## config.mk

```make
export PLATFORM = sky130hd
export DESIGN_NAME = servo_slew_limiter
export DESIGN_NICKNAME = d
export VERILOG_FILES = /design/src/rtl/servo_pkg.sv /design/src/rtl/slew_tick_gen.sv /design/src/rtl/servo_slew_limiter.sv
export SDC_FILE = /design/constraint.sdc
export NUM_CORES = 1
export LEC_CHECK = 0
export BUFFER_PORTS_ARGS = -buffer_cell sky130_fd_sc_hd__buf_2
export CORE_ASPECT_RATIO = 1.4
export CORE_MARGIN = 5
export CORE_UTILIZATION = 52
export DETAILED_ROUTE_END_ITERATION = 7
export HOLD_SLACK_MARGIN = 0.08
export PLACE_DENSITY = 0.83
export SYNTH_ARGS = -nofsm -noshare
export SYNTH_HDL_FRONTEND = slang
export SYNTH_SLANG_ARGS = --single-unit
```

## constraint.sdc

```tcl
create_clock -name CLOCK_50 -period 3.95 [get_ports CLOCK_50]
set_input_delay 0.395 -clock CLOCK_50 [delete_from_list [all_inputs] [get_ports CLOCK_50]]
set_output_delay 0.395 -clock CLOCK_50 [all_outputs]
set_load 0.005 [all_outputs]
```

## src/rtl/servo_pkg.sv

```systemverilog
// Shared types for the servo slew limiter: angle type, scan FSM states and a clamp helper.
package servo_pkg;
    localparam int ANGLE_W = 8;

    typedef logic [ANGLE_W-1:0] angle_t;

    typedef enum logic {SLEW_IDLE, SLEW_SCAN} slew_state_t;

    function automatic angle_t clamp_angle(input angle_t a, input angle_t lim);
        return (a > lim) ? lim : a;
    endfunction
endpackage

```

## src/rtl/slew_tick_gen.sv

```systemverilog
// Free-running divider: tick is high for one cycle every TICK_DIV clocks.
module slew_tick_gen #(
    parameter int TICK_DIV = 1_000_000
) (
    input  logic CLOCK_50,
    input  logic reset_n,
    output logic tick
);
    localparam int CNT_W = (TICK_DIV > 1) ? $clog2(TICK_DIV) : 1;
    localparam logic [CNT_W-1:0] LAST = CNT_W'(TICK_DIV - 1);

    logic [CNT_W-1:0] cnt;

    always_ff @(posedge CLOCK_50 or negedge reset_n) begin
        if (!reset_n)         cnt <= '0;
        else if (cnt == LAST) cnt <= '0;
        else                  cnt <= cnt + 1'b1;
    end

    assign tick = (cnt == LAST);
endmodule

```

## src/rtl/servo_slew_limiter.sv

```systemverilog
// Per-tick rate limiter for servo angle commands; one shared update datapath scans the channels.
// Define SERVO_SLEW_HOME_EN to let home_req retarget every channel to HOME_ANGLE.
module servo_slew_limiter
    import servo_pkg::*;
#(
    parameter int NUM_CH     = 6,
    parameter int TICK_DIV   = 1_000_000,
    parameter int MAX_STEP   = 2,
    parameter int ANGLE_MAX  = 180,
    parameter int HOME_ANGLE = 90
) (
    input  logic                      CLOCK_50,
    input  logic                      reset_n,
    input  logic [ANGLE_W*NUM_CH-1:0] target,
    input  logic [NUM_CH-1:0]         target_we,
    input  logic                      hold,
    input  logic                      home_req,
    output logic [ANGLE_W*NUM_CH-1:0] angle_out,
    output logic [NUM_CH-1:0]         at_target,
    output logic                      busy,
    output logic                      tick
);
    localparam int DW   = ANGLE_W + 1;
    localparam int CH_W = (NUM_CH > 1) ? $clog2(NUM_CH) : 1;
    localparam logic [CH_W-1:0]      LAST_CH = CH_W'(NUM_CH - 1);
    localparam angle_t               A_MAX   = angle_t'(ANGLE_MAX);
    localparam angle_t               HOME    = angle_t'(HOME_ANGLE);
    localparam angle_t               STEP    = angle_t'(MAX_STEP);
    localparam logic signed [DW-1:0] STEP_S  = DW'(MAX_STEP);

    angle_t      tgt   [NUM_CH];
    angle_t      out_q [NUM_CH];
    slew_state_t state, state_nxt;
    logic [CH_W-1:0] ch, ch_nxt;
    logic        scan_en;
    logic        home_hit;

    slew_tick_gen #(.TICK_DIV(TICK_DIV)) u_tick (
        .CLOCK_50 (CLOCK_50),
        .reset_n  (reset_n),
        .tick     (tick)
    );

`ifdef SERVO_SLEW_HOME_EN
    assign home_hit = home_req;
`else
    logic unused_home_req;
    assign unused_home_req = home_req;
    assign home_hit        = 1'b0;
`endif

    // Home request overrides any same-cycle write.
    always_ff @(posedge CLOCK_50 or negedge reset_n) begin
        if (!reset_n) begin
            for (int k = 0; k < NUM_CH; k++) tgt[k] <= HOME;
        end else begin
            for (int k = 0; k < NUM_CH; k++) begin
                if (home_hit)          tgt[k] <= HOME;
                else if (target_we[k]) tgt[k] <= clamp_angle(target[ANGLE_W*k +: ANGLE_W], A_MAX);
            end
        end
    end

    always_ff @(posedge CLOCK_50 or negedge reset_n) begin
        if (!reset_n) begin
            state <= SLEW_IDLE;
            ch    <= '0;
        end else begin
            state <= state_nxt;
            ch    <= ch_nxt;
        end
    end

    always_comb begin
        state_nxt = state;
        ch_nxt    = ch;
        scan_en   = 1'b0;
        case (state)
            SLEW_IDLE: begin
                if (tick && !hold) begin
                    state_nxt = SLEW_SCAN;
                    ch_nxt    = '0;
                end
            end
            SLEW_SCAN: begin
                scan_en = 1'b1;
                if (ch == LAST_CH) begin
                    state_nxt = SLEW_IDLE;
                    ch_nxt    = '0;
                end else begin
                    ch_nxt = ch + 1'b1;
                end
            end
            default: state_nxt = SLEW_IDLE;
        endcase
    end

    assign busy = (state == SLEW_SCAN);

    // Shared update: targets are registered, so a same-cycle write is seen only next tick.
    angle_t              cur_tgt, cur_out, upd;
    logic signed [DW-1:0] d;

    assign cur_tgt = tgt[ch];
    assign cur_out = out_q[ch];

    always_comb begin
        d   = $signed({1'b0, cur_tgt}) - $signed({1'b0, cur_out});
        upd = cur_tgt;
        if (d > STEP_S)       upd = cur_out + STEP;
        else if (d < -STEP_S) upd = cur_out - STEP;
    end

    always_ff @(posedge CLOCK_50 or negedge reset_n) begin
        if (!reset_n) begin
            for (int k = 0; k < NUM_CH; k++) out_q[k] <= HOME;
        end else if (scan_en) begin
            out_q[ch] <= upd;
        end
    end

    for (genvar k = 0; k < NUM_CH; k++) begin : g_out
        assign angle_out[ANGLE_W*k +: ANGLE_W] = out_q[k];
        assign at_target[k]                    = (out_q[k] == tgt[k]);
    end
endmodule
```

## Word level (Yosys, flattened, before mapping)

Index checks and enable logic that the tools add are counted.

| storage, ports and cells | value |
|---|---|
| output and inout bits | 56 |
| ROM bits | 0 |
| memory bits (writable) | 0 |
| memories | 0 |
| flip-flop bits (word level) | 120 |
| latch bits | 0 |
| input bits | 58 |
| logic and storage cells | 69 |

| operators by class | value |
|---|---|
| divide/modulo/power cells | 0 |
| equality and inequality tests | 9 |
| $mul | 0 |
| bitwise logic cells | 2 |
| multiplexer cells | 25 |
| reduce and logical (&&, ||, !) cells | 3 |
| $lt $le $gt $ge | 10 |
| shift operators | 0 |
| $add $sub $neg | 5 |

Operators by type and width:

| kind | number |
|---|---|
| 8-bit two-way mux | 13 |
| 8-bit binary-select mux with 3-bit select | 2 |
| 48-bit bitwise mux | 1 |
| 8-bit equality test | 6 |
| 8-bit > comparator, second input constant | 6 |
| 8-bit demux with 3-bit select | 1 |
| 20-bit by 1-bit adder with 20-bit output, second input constant | 1 |
| 20-bit equality test, second input constant | 1 |
| 20-bit two-way mux | 1 |
| 9-bit by 3-bit > comparator with 1-bit output, second input constant | 1 |
| 9-bit by 2-bit less-than comparator with 1-bit output, second input constant | 1 |
| 8-bit by 8-bit subtractor with 9-bit output | 1 |
| 8-bit by 2-bit adder with 8-bit output, second input constant | 1 |
| 8-bit by 2-bit subtractor with 8-bit output, second input constant | 1 |
| 3-bit two-way mux | 2 |
| 3-bit case mux with 2 select lines | 1 |
| 4-bit >= comparator, second input constant | 1 |
| 4-bit by 1-bit less-than comparator with 1-bit output, second input constant | 1 |
| 3-bit inverter with 4-bit output | 1 |
| 3-bit by 1-bit adder with 3-bit output, second input constant | 1 |
| 3-bit equality test, second input constant | 1 |
| 1-bit two-way mux | 3 |
| 1-bit logical AND | 2 |
| 2-bit != test, second input constant | 1 |
| 3 further kinds | 3 |

## Depth between registers and ports, before layout

Gate-level depths: netlist of run 1.

| logic depth | value |
|---|---|
| depth in word-level cells | 9 |
| mapped depth | 18 |
| gate-level depth less buffers | 13 |

## Cells and area by module

From an unflattened synthesis of run 1, not the netlist that was laid out.

| unflattened totals | value |
|---|---|
| cells, all modules | 723 |
| area total of the unflattened synthesis | 7061.8 um2 |

Modules (own cells, without submodules):

| module | cells an instance | times used | area an instance (um2) | seq. area each (um2) |
|---|---|---|---|---|
| servo_slew_limiter | 626 | 1 | 6015.8 | 2562.5 |
| slew_tick_gen | 97 | 1 | 1046.0 | 500.5 |

## Least setup slack after synthesis of run 1

No wires, ideal clock.

| timing | value |
|---|---|
| path type | flip-flop to flip-flop |
| from | register ch[0] |
| to | register out_q, in the netlist angle_out[41] |
| required time | 3.857 ns |
| clock period less this slack | 4.090 ns |
| path buffers | 4 |
| path slack | -0.140 ns |
| cell stages (with the launch flop) | 16 |
| setup time | 0.093 ns |
| data arrival time | 3.997 ns |
| cells stage by stage | dfrtp_1 buf_2 buf_2 buf_2 buf_2 mux2i_1 o21ai_0 ha_1 and2b_1 o211a_1 o31a_1 a2111o_1 or3_4 nand2_2 mux2i_1 o21ai_0 |

| on the way | value |
|---|---|
| longest elaborated chain between the ends | 9 |
| elaborated cells between the ends (all ways) | 20 |
| classes of those cells | add/sub: 3; order compare: 4; mux: 11; bitwise: 1; reduce/logical: 1 |

Ends and longest elaborated chain:

| item | RTL line | RTL |
|---|---|---|
| start: declaration | servo_slew_limiter.sv:34 | `logic [CH_W-1:0] ch, ch_nxt;` |
| start signal: assignment | servo_slew_limiter.sv:70 | `ch <= ch_nxt;` |
| 3-bit inverter with 4-bit output (not written as such) (*) | servo_slew_limiter.sv:104, servo_slew_limiter.sv:105, servo_slew_limiter.sv:118 |  |
| 8-bit binary-select mux with 3-bit select, on equally long branches | servo_slew_limiter.sv:104, servo_slew_limiter.sv:105 |  |
| 8-bit two-way mux, on equally long branches (2 in series) | servo_slew_limiter.sv:104, servo_slew_limiter.sv:105 |  |
| 8-bit by 8-bit subtractor with 9-bit output | servo_slew_limiter.sv:108 | `d = $signed({1'b0, cur_tgt}) - $signed({1'b0, cur_out});` |
| 9-bit by 2-bit less-than comparator with 1-bit output | servo_slew_limiter.sv:111 | `else if (d < -STEP_S) upd = cur_out - STEP;` |
| 8-bit two-way mux | servo_slew_limiter.sv:111 |  |
| 8-bit two-way mux | servo_slew_limiter.sv:110 | `if (d > STEP_S) upd = cur_out + STEP;` |
| 48-bit bitwise mux (*) | servo_slew_limiter.sv:118 | `out_q[ch] <= upd;` |
| end signal: indexed assignment | servo_slew_limiter.sv:118 |  |
| end: declaration | servo_slew_limiter.sv:32 | `angle_t out_q [NUM_CH];` |

Mark *: on every way between the ends. The rest lies on a longest branch, timed or not. The select of a mux whose other input is x is not followed.
A chain may end at the register's enable or synchronous reset.

## Worst setup path after layout of run 1

| timing | value |
|---|---|
| from | register ch[0] |
| to | register out_q, in the netlist angle_out[34] |

Same word-level chain as after synthesis.

==> results of run 1 <==
worst max-delay path by stage:
| stage | start | cells past startpoint | endpoint | slack [ns] |
|---|---|---|---|---|
| final | ch[0]$_DFFE_PN0P_ | 17 | angle_out[34]$_DFFE_PN0P_ | -0.09 |
| after global routing | ch[0]$_DFFE_PN0P_ | 17 | angle_out[34]$_DFFE_PN0P_ | -0.28 |
| after CTS | ch[0]$_DFFE_PN0P_ | 16 | angle_out[10]$_DFFE_PN0P_ | 0.03 |
| after detailed placement | ch[0]$_DFFE_PN0P_ | 16 | angle_out[45]$_DFFE_PN0P_ | 0.05 |
| after global placement | ch[0]$_DFFE_PN0P_ | 16 | angle_out[45]$_DFFE_PN0P_ | 0.11 |
| after floorplan | ch[0]$_DFFE_PN0P_ | 14 | angle_out[41]$_DFFE_PN1P_ | 0.04 |
cells in the mapped netlist (14+ instances only):
cell type  instances
inv_1             46
o21ai_0           47
nand4_1           14
nand3_1           28
nand2_1           62
mux2i_1           19
xnor2_1           61
o21ai_1           25
dfstp_2           48
a21oi_1           66
nor2_1            80
dfrtp_1           72
cell type report:
class	instances	area, sq um	area share, %
multi-input combinational	560	3834	42.76
sequential	120	3069	34.24
timing repair buffer	168	1032	11.51
clock buffer	18	439.2	4.899
tap	182	227.7	2.540
clock inverter	14	186.4	2.080
inverter	46	176.4	1.968
layout by cell type, fill, tap and decap left out, drive strengths merged, types with 3 or more instances in the layout:
master / Yosys / routed
nor2b: 6 / 6
o22a: 6 / 6
nand4: 14 / 14
nor3: 11 / 11
nand2: 63 / 63
nand2b: 3 / 3
o22ai: 12 / 12
o21ai: 72 / 72
mux4: 11 / 11
xnor2: 61 / 61
o211ai: 3 / 3
nand3b: 8 / 8
or3: 4 / 4
a21o: 5 / 5
clkbuf: 10 / 19
a22oi: 3 / 3
xor2: 8 / 8
nor2: 80 / 80
inv: 46 / 52
buf: 11 / 166
dfrtp: 72 / 72
and4: 4 / 4
bufinv: 0 / 3
a21oi: 67 / 67
mux2i: 20 / 20
and3: 6 / 6
dfstp: 48 / 48
nand3: 28 / 28
or2: 5 / 5
clkinv: 0 / 3
a31oi: 3 / 3
mux2: 14 / 14
ha: 12 / 12
a221oi: 3 / 3
o221ai: 5 / 5
sequential cells by signal (all words and copies together) (netlist names):
name / flops
u_tick.cnt: 20
angle_out: 48
busy: 1
ch: 3
tgt: 48
power by group through the flow:
stage                     sequential (mW)  clock, mW  combinational [mW]
after floorplan                      1.35          0               0.125
after global placement               1.36          0               0.211
after detailed placement             1.37          0               0.217
after CTS                            1.35       1.65               0.223
after global routing                 1.36       1.71               0.251
final                                1.35       1.65               0.225
timing repair:
item	CTS	global route
hold endpoints to repair	38	0
pin swaps	0	9
hold buffers	1	0
endpoints found under the setup margin	30	48
buffers inserted	1	19
gates resized for setup	3	40
stage by stage:
step	utilization, %	std cells	hold slack, ns
final	67.28	1108	0.1975
after global routing	67.28	1108	0.2017
after CTS	64.74	1089	0.1925
after detailed placement	59.79	1055	0.4663
after global placement	59.79	1055	0.4552
after floorplan	-	747	0.09941
per-layer routing:
metal / GRT usage, % / vias to the layer above
li1: - / 3003
met1: 31.47 / 3160
met2: 45.98 / 421
met3: 6.066 / 142
met4: 17.37 / 0
met5: 0 / -
cells by family after synthesis:
kind of cell	after synthesis	share of synthesized area [%]
buf+inv	67	3.857
flops	120	43.71
xor+xnor	69	8.625
compound gates	196	16.80
mux	45	8.821
simple gates	238	16.04
fa+ha+maj	12	2.143
==> flow_summary_export.csv, run 1 <==
group,metric,value,unit
sta,worst-slew-pin-transition,0.7678,ns
power_and_ir_drop,power.total,3.227,mW
cts,cts_max_level,4,
routing,top_layer,"met4",
critical_path,r2r_cells,17,
cts,clock_latency,0.43,ns
yosys,yosys.area.top_type,"dfrtp_1",
sta,final-setup-viol-count,14,
die,die_w,108.1,microns
placed_design,gp_congestion,0.9193,
status,violations,"setup timing",
routing,wl_met2,11230,microns
cts,clockBufferDepth,2,
finish,drive_gt1_share,34.13,%
critical_path,critPathMaxStageDelay,0.53,ns
power_and_ir_drop,p_int,2.426,mW
critical_path,crit_chain,"buf_4 > buf_6 > buf_4 > mux2i_1 > o21ai_0 > ha_1 > o21a_4 > o21ai_1 > a211oi_2 > a21oi_1 > o32ai_1 > buf_4 > buf_12 > a21boi_0 > mux2i_1 > buf_4 > o21ai_0",
power_and_ir_drop,clockPowerShare,51.1,%
critical_path,critPathKind,"flip-flop to flip-flop",
yosys,ys_ff_latch,120,
routing,wl_met3,1840,microns
yosys,avgSynthCellArea,9.380,sq um
sta,tns,-0.4283,ns
sta,finalCriticalPeriod,4.044,ns
yosys,synthFlopType,"dfrtp_1",
routing,wl_per_cell,20.54,microns
placed_design,place.detailed.hpwl,15610,microns
yosys,synth_cells,747,
global_routing,grt_start_max_net_pins,58,
sta,skew,0.01962,ns
hold_path,hold_class,"primary input to flip-flop",
critical_path,cp_top_family,"compound AO/OA/AOI/OAI gates",
die,io-pin-count,114,
routing,wl,22760,microns
critical_path,end_kind,"flip-flop",
finish,fin_nets,983,
critical_path,path_common_cell,"buf_4",
sta,period_share,102.4,%
global_routing,antenna_found_initial,0,
critical_path,r2r-start,"ch[0]$_DFFE_PN0P_",
yosys,synth-async-reset-ratio,100.0,%
critical_path,cp.required,4.25,ns
cts,path_clk_slew,0.06,ns
critical_path,critPathSlowestCell,"dfrtp_4",
die,die_h,147.3,microns
power_and_ir_drop,power.switching,800.6,uW
critical_path,path_buf_inv,6,
power_and_ir_drop,seqPwrFrac,42.0,%
critical_path,worstPathArrival,4.34,ns
global_routing,grt.overflow.total,0,
power_and_ir_drop,ir_drop,0.0003646,V
routing,dr.pass1.iters,7,
routing,met1_length,7946,microns
cts,cts_tree,"done",
placed_design,placed_area,0.007968,sq mm
critical_path,r2r_slack,-0.09,ns
power_and_ir_drop,switching_share,24.81,%
critical_path,startpoint_type,"flip-flop",
critical_path,worst-path-max-fanout,10,
sta,slew_headroom,48.63,%
sta,drv_slew,0,
yosys,ys_seq_area_share,43.71,%
power_and_ir_drop,power_density,359.9,mW/mm^2
global_routing,grt_pass1_wl,33750,microns
critical_path,reg2reg_to,"angle_out[34]$_DFFE_PN0P_",
hold_path,hold_depth,2,
hold_path,hold_path_startpoint,"target[26]",
run,drv_cap,0,
global_routing,grt_pass1_vias,6574,
hold_path,hold_end,"tgt[18]$_DFFE_PN0P_",
power_and_ir_drop,p_leak,3.891,nW
yosys,yosys-top-cells-area,"dfrtp_1 (26%), dfstp_2 (18%), xnor2_1 (7.6%), a21oi_1 (4.7%), nor2_1 (4.3%)",
sta,hold_viol,0,
cts,clockRootBuffer,"clkbuf_16",
placed_design,pre_cts_slack,0.05027,ns
sta,rsz0062_at_grt,"yes",
sta,timing.final.ws_setup,-0.09424,ns
yosys,yosysUniqueCellTypes,66,
yosys,netlist_area,0.007007,sq mm
sta,max_freq,247.3,MHz
cts,cts_made_buffers,17,
die,rows,50,
yosys,yosysWarningCount,0,
yosys,yosysTopAreaCellShare,25.71,%
cts,clock_sinks,120,
die,core,0.01333,sq mm
global_routing,track_usage,27.49,%
power_and_ir_drop,p_comb_share,7.0,%
die,dieArea,0.01593,sq mm
finish,area.growth.synth_to_final,27.95,%
routing,viasPerCell,6.070,
finish,design_area,0.008965,sq mm
placed_design,portBuffers,112,
routing,drc,0,
finish,antennaDiodeCount,0,
yosys,synth_edf_count,0,
routing,drtAntennaViolNets,0,
status,status,"finished with violations",
routing,drt_iter0_drc,523,
yosys,synth_nets,817,
die,start_util,52.58,%
finish,num-fill-cells,923,
routing,num_vias,6726,
No activity file was read; power rests on OpenSTA's default activity.
==> run 2, diff against run 1 <==
--- a/config.mk
+++ b/config.mk
@@ -6,11 +6,11 @@
 export NUM_CORES = 1
 export LEC_CHECK = 0
-export BUFFER_PORTS_ARGS = -buffer_cell sky130_fd_sc_hd__buf_2
 export CORE_ASPECT_RATIO = 1.4
 export CORE_MARGIN = 5
-export CORE_UTILIZATION = 52
+export CORE_UTILIZATION = 58
 export DETAILED_ROUTE_END_ITERATION = 7
+export DONT_BUFFER_PORTS = 1
 export HOLD_SLACK_MARGIN = 0.08
-export PLACE_DENSITY = 0.83
+export PLACE_DENSITY_LB_ADDON = 0.15
 export SYNTH_ARGS = -nofsm -noshare
 export SYNTH_HDL_FRONTEND = slang
==> constraint.sdc (replaced) <==
create_clock -name CLOCK_50 -period 3.95 [get_ports CLOCK_50]
set_input_delay 0.395 -clock CLOCK_50 [delete_from_list [all_inputs] [get_ports CLOCK_50]]
set_output_delay 0.395 -clock CLOCK_50 [all_outputs]
set_load 0.05 [all_outputs]
==> run 2 against run 1 <==
Effect of this change: the run now ends clean; total power rose by 1.4%; sequential share of layout area rose by 1.3 points; final area decreased by 3.7%; global-route usage increased by 1.8 points; cell count decreased by 10%; combinational power down 16%; non-clock buffer count fell by 76; sequential cell count unchanged; worst hold slack got worse by 0.10 ns; clock power increased by 5%; wire length shrank 7.3%; critical path depth is 4 lower; largest cell class unchanged.
==> flow_summary_export.csv, run 2 (synthesized netlist as in run 1, its figures left out) <==
group,metric,value,unit
critical_path,worstPathArrival,4.18,ns
routing,viasPerCell,6.253,
routing,drt_iter0_drc,444,
sta,drv_slew,0,
placed_design,gp_congestion,0.9172,
global_routing,antenna_found_initial,0,
placed_design,place.detailed.hpwl,15190,microns
global_routing,grt_pass1_vias,6334,
finish,fin_nets,907,
sta,rsz0062_at_grt,"yes",
cts,clockBufferDepth,2,
finish,multiInputGateArea,0.003780,sq mm
sta,finalCriticalPeriod,3.900,ns
routing,wl_per_cell,21.17,microns
placed_design,portBuffers,0,
routing,drtAntennaViolNets,0,
global_routing,track_usage,29.26,%
sta,hold_viol,0,
critical_path,crit_path_end,"angle_out[0]$_DFFE_PN0P_",
finish,drive_gt1_share,26.12,%
cts,clock_latency,0.42,ns
cts,path_clk_slew,0.06,ns
cts,cts_tree,"done",
critical_path,worst-path-max-fanout,6,
critical_path,critPathKind,"flip-flop to flip-flop",
sta,skew,0.01019,ns
finish,final_common_cell,"nor2_1",
critical_path,r2r_cells,13,
finish,antennaDiodeCount,0,
global_routing,grt_start_max_net_pins,121,
global_routing,grt_pass1_wl,32480,microns
power_and_ir_drop,ir_drop,0.0003127,V
hold_path,hold_class,"primary input to flip-flop",
cts,clockRootBuffer,"clkbuf_16",
die,die_w,102.9,microns
run,drv_cap,0,
critical_path,cp.required,4.23,ns
die,start_util,59.28,%
die,core,0.01182,sq mm
finish,num-fill-cells,839,
die,die_h,140.1,microns
finish,seq_area,0.003065,sq mm
routing,dr.pass1.iters,4,
sta,period_share,98.73,%
critical_path,end_kind,"flip-flop",
sta,tns,0,ns
cts,clock_sinks,120,
sta,final-setup-viol-count,0,
critical_path,r2r-start,"ch[0]$_DFFE_PN0P_",
power_and_ir_drop,p_leak,3.565,nW
sta,max_freq,256.4,MHz
power_and_ir_drop,power_density,378.7,mW/mm^2
routing,num_vias,6234,
finish,area.growth.synth_to_final,23.27,%
critical_path,crit_start,"ch[0]$_DFFE_PN0P_",
die,rows,47,
die,io-pin-count,114,
sta,worst-slew-pin-transition,0.9506,ns
power_and_ir_drop,power.total,3.271,mW
sta,slew_headroom,36.39,%
critical_path,r2r_slack,0.05,ns
critical_path,startpoint_type,"flip-flop",
cts,cts_max_level,4,
global_routing,grt.overflow.total,0,
routing,drc,0,
routing,wl,21100,microns
status,status,"finished clean",
cts,cts_made_buffers,17,
finish,layout_common_cells,"nor2_1 (79), buf_4 (78), dfrtp_1 (70)",
critical_path,reg2reg_to,"angle_out[0]$_DFFE_PN0P_",
die,dieArea,0.01441,sq mm
## run 2: cell count changes in the layout (fill, tap and decap cells not counted), sizes merged
| cell | before | now |
|---|---|---|
| dlygate4sd3 | 1 | 7 |
| clkinv | 3 | 5 |
| buf | 166 | 84 |
| clkinvlp | 2 | 0 |
| clkbuf | 19 | 20 |
| inv | 52 | 49 |
| bufinv | 3 | 5 |
## run 2: worst min path at each step
stage | cells past startpoint | from | end | slack, ns
final | 1 | target_we[3] | tgt[16]$_DFFE_PN0P_ | 0.09
after global routing | 1 | target_we[3] | tgt[16]$_DFFE_PN0P_ | 0.09
after CTS | 1 | target_we[3] | tgt[16]$_DFFE_PN0P_ | 0.08
after detailed placement | 0 | reset_n | angle_out[29]$_DFFE_PN0P_ | 0.11
after global placement | 0 | reset_n | tgt[42]$_DFFE_PN0P_ | 0.11
after floorplan | 0 | reset_n | angle_out[0]$_DFFE_PN0P_ | 0.1
## run 2: power by group
part	switching (mW)	internal, mW
clock network	0.584	1.14
registers	0.0559	1.30
logic	0.101	0.0896
total	0.741	2.53
## run 2: routing by layer
metal / share of wire (%) / global-route usage [%] / vias to the layer above
li1: - / - / 2836
met1: 37 / 33.34 / 3019
met2: 50 / 49.00 / 293
met3: 8.1 / 8.657 / 86
met4: 5.5 / 14.60 / 0
met5: 0 / 0 / -
## run 2: cell type report
class / count / share of cell area [%]
sequential: 120 / 35.49
tap: 147 / 2.130
multi-input combinational: 560 / 43.76
clock inverter: 13 / 2.506
clock buffer: 19 / 5.128
timing repair buffer: 92 / 8.982
inverter: 46 / 1.999
## run 2: stage by stage
stage | std cells | util (%) | hold slack (ns) | setup slack [ns] | instance area [sq um]
CTS | 986 | 71.42 | 0.08400 | 0.03995 | 8442
global route | 997 | 73.07 | 0.09455 | -0.1090 | 8637
floorplan | 747 | - | 0.09941 | 0.04424 | 7015
finish | 997 | 73.07 | 0.09293 | 0.05024 | 8637
global placement | 942 | 64.67 | 0.1091 | 0.06242 | 7644
detailed placement | 942 | 64.67 | 0.1057 | -0.01770 | 7644
## run 2: what timing repair did
item                       4_1_cts  5_1_grt
setup buffers                    4        9
gates cloned                     0        2
resized for setup                1       26
setup endpoints to repair       11       48
hold endpoints to repair       155        0
pin swaps                        1        6
hold buffers                     8        0
## run 2: worst max-delay path, stage by stage (launching register included)
cell and delay [ns]:
dfrtp_2 0.44, buf_4 0.15, mux4_2 0.53, a21o_1 0.24, inv_2 0.07, ha_2 0.19
and2b_1 0.22, o211a_1 0.26, o31a_1 0.30, a2111o_1 0.34, or3_4 0.38, and2_4 0.19
mux2i_4 0.33, o21ai_1 0.13
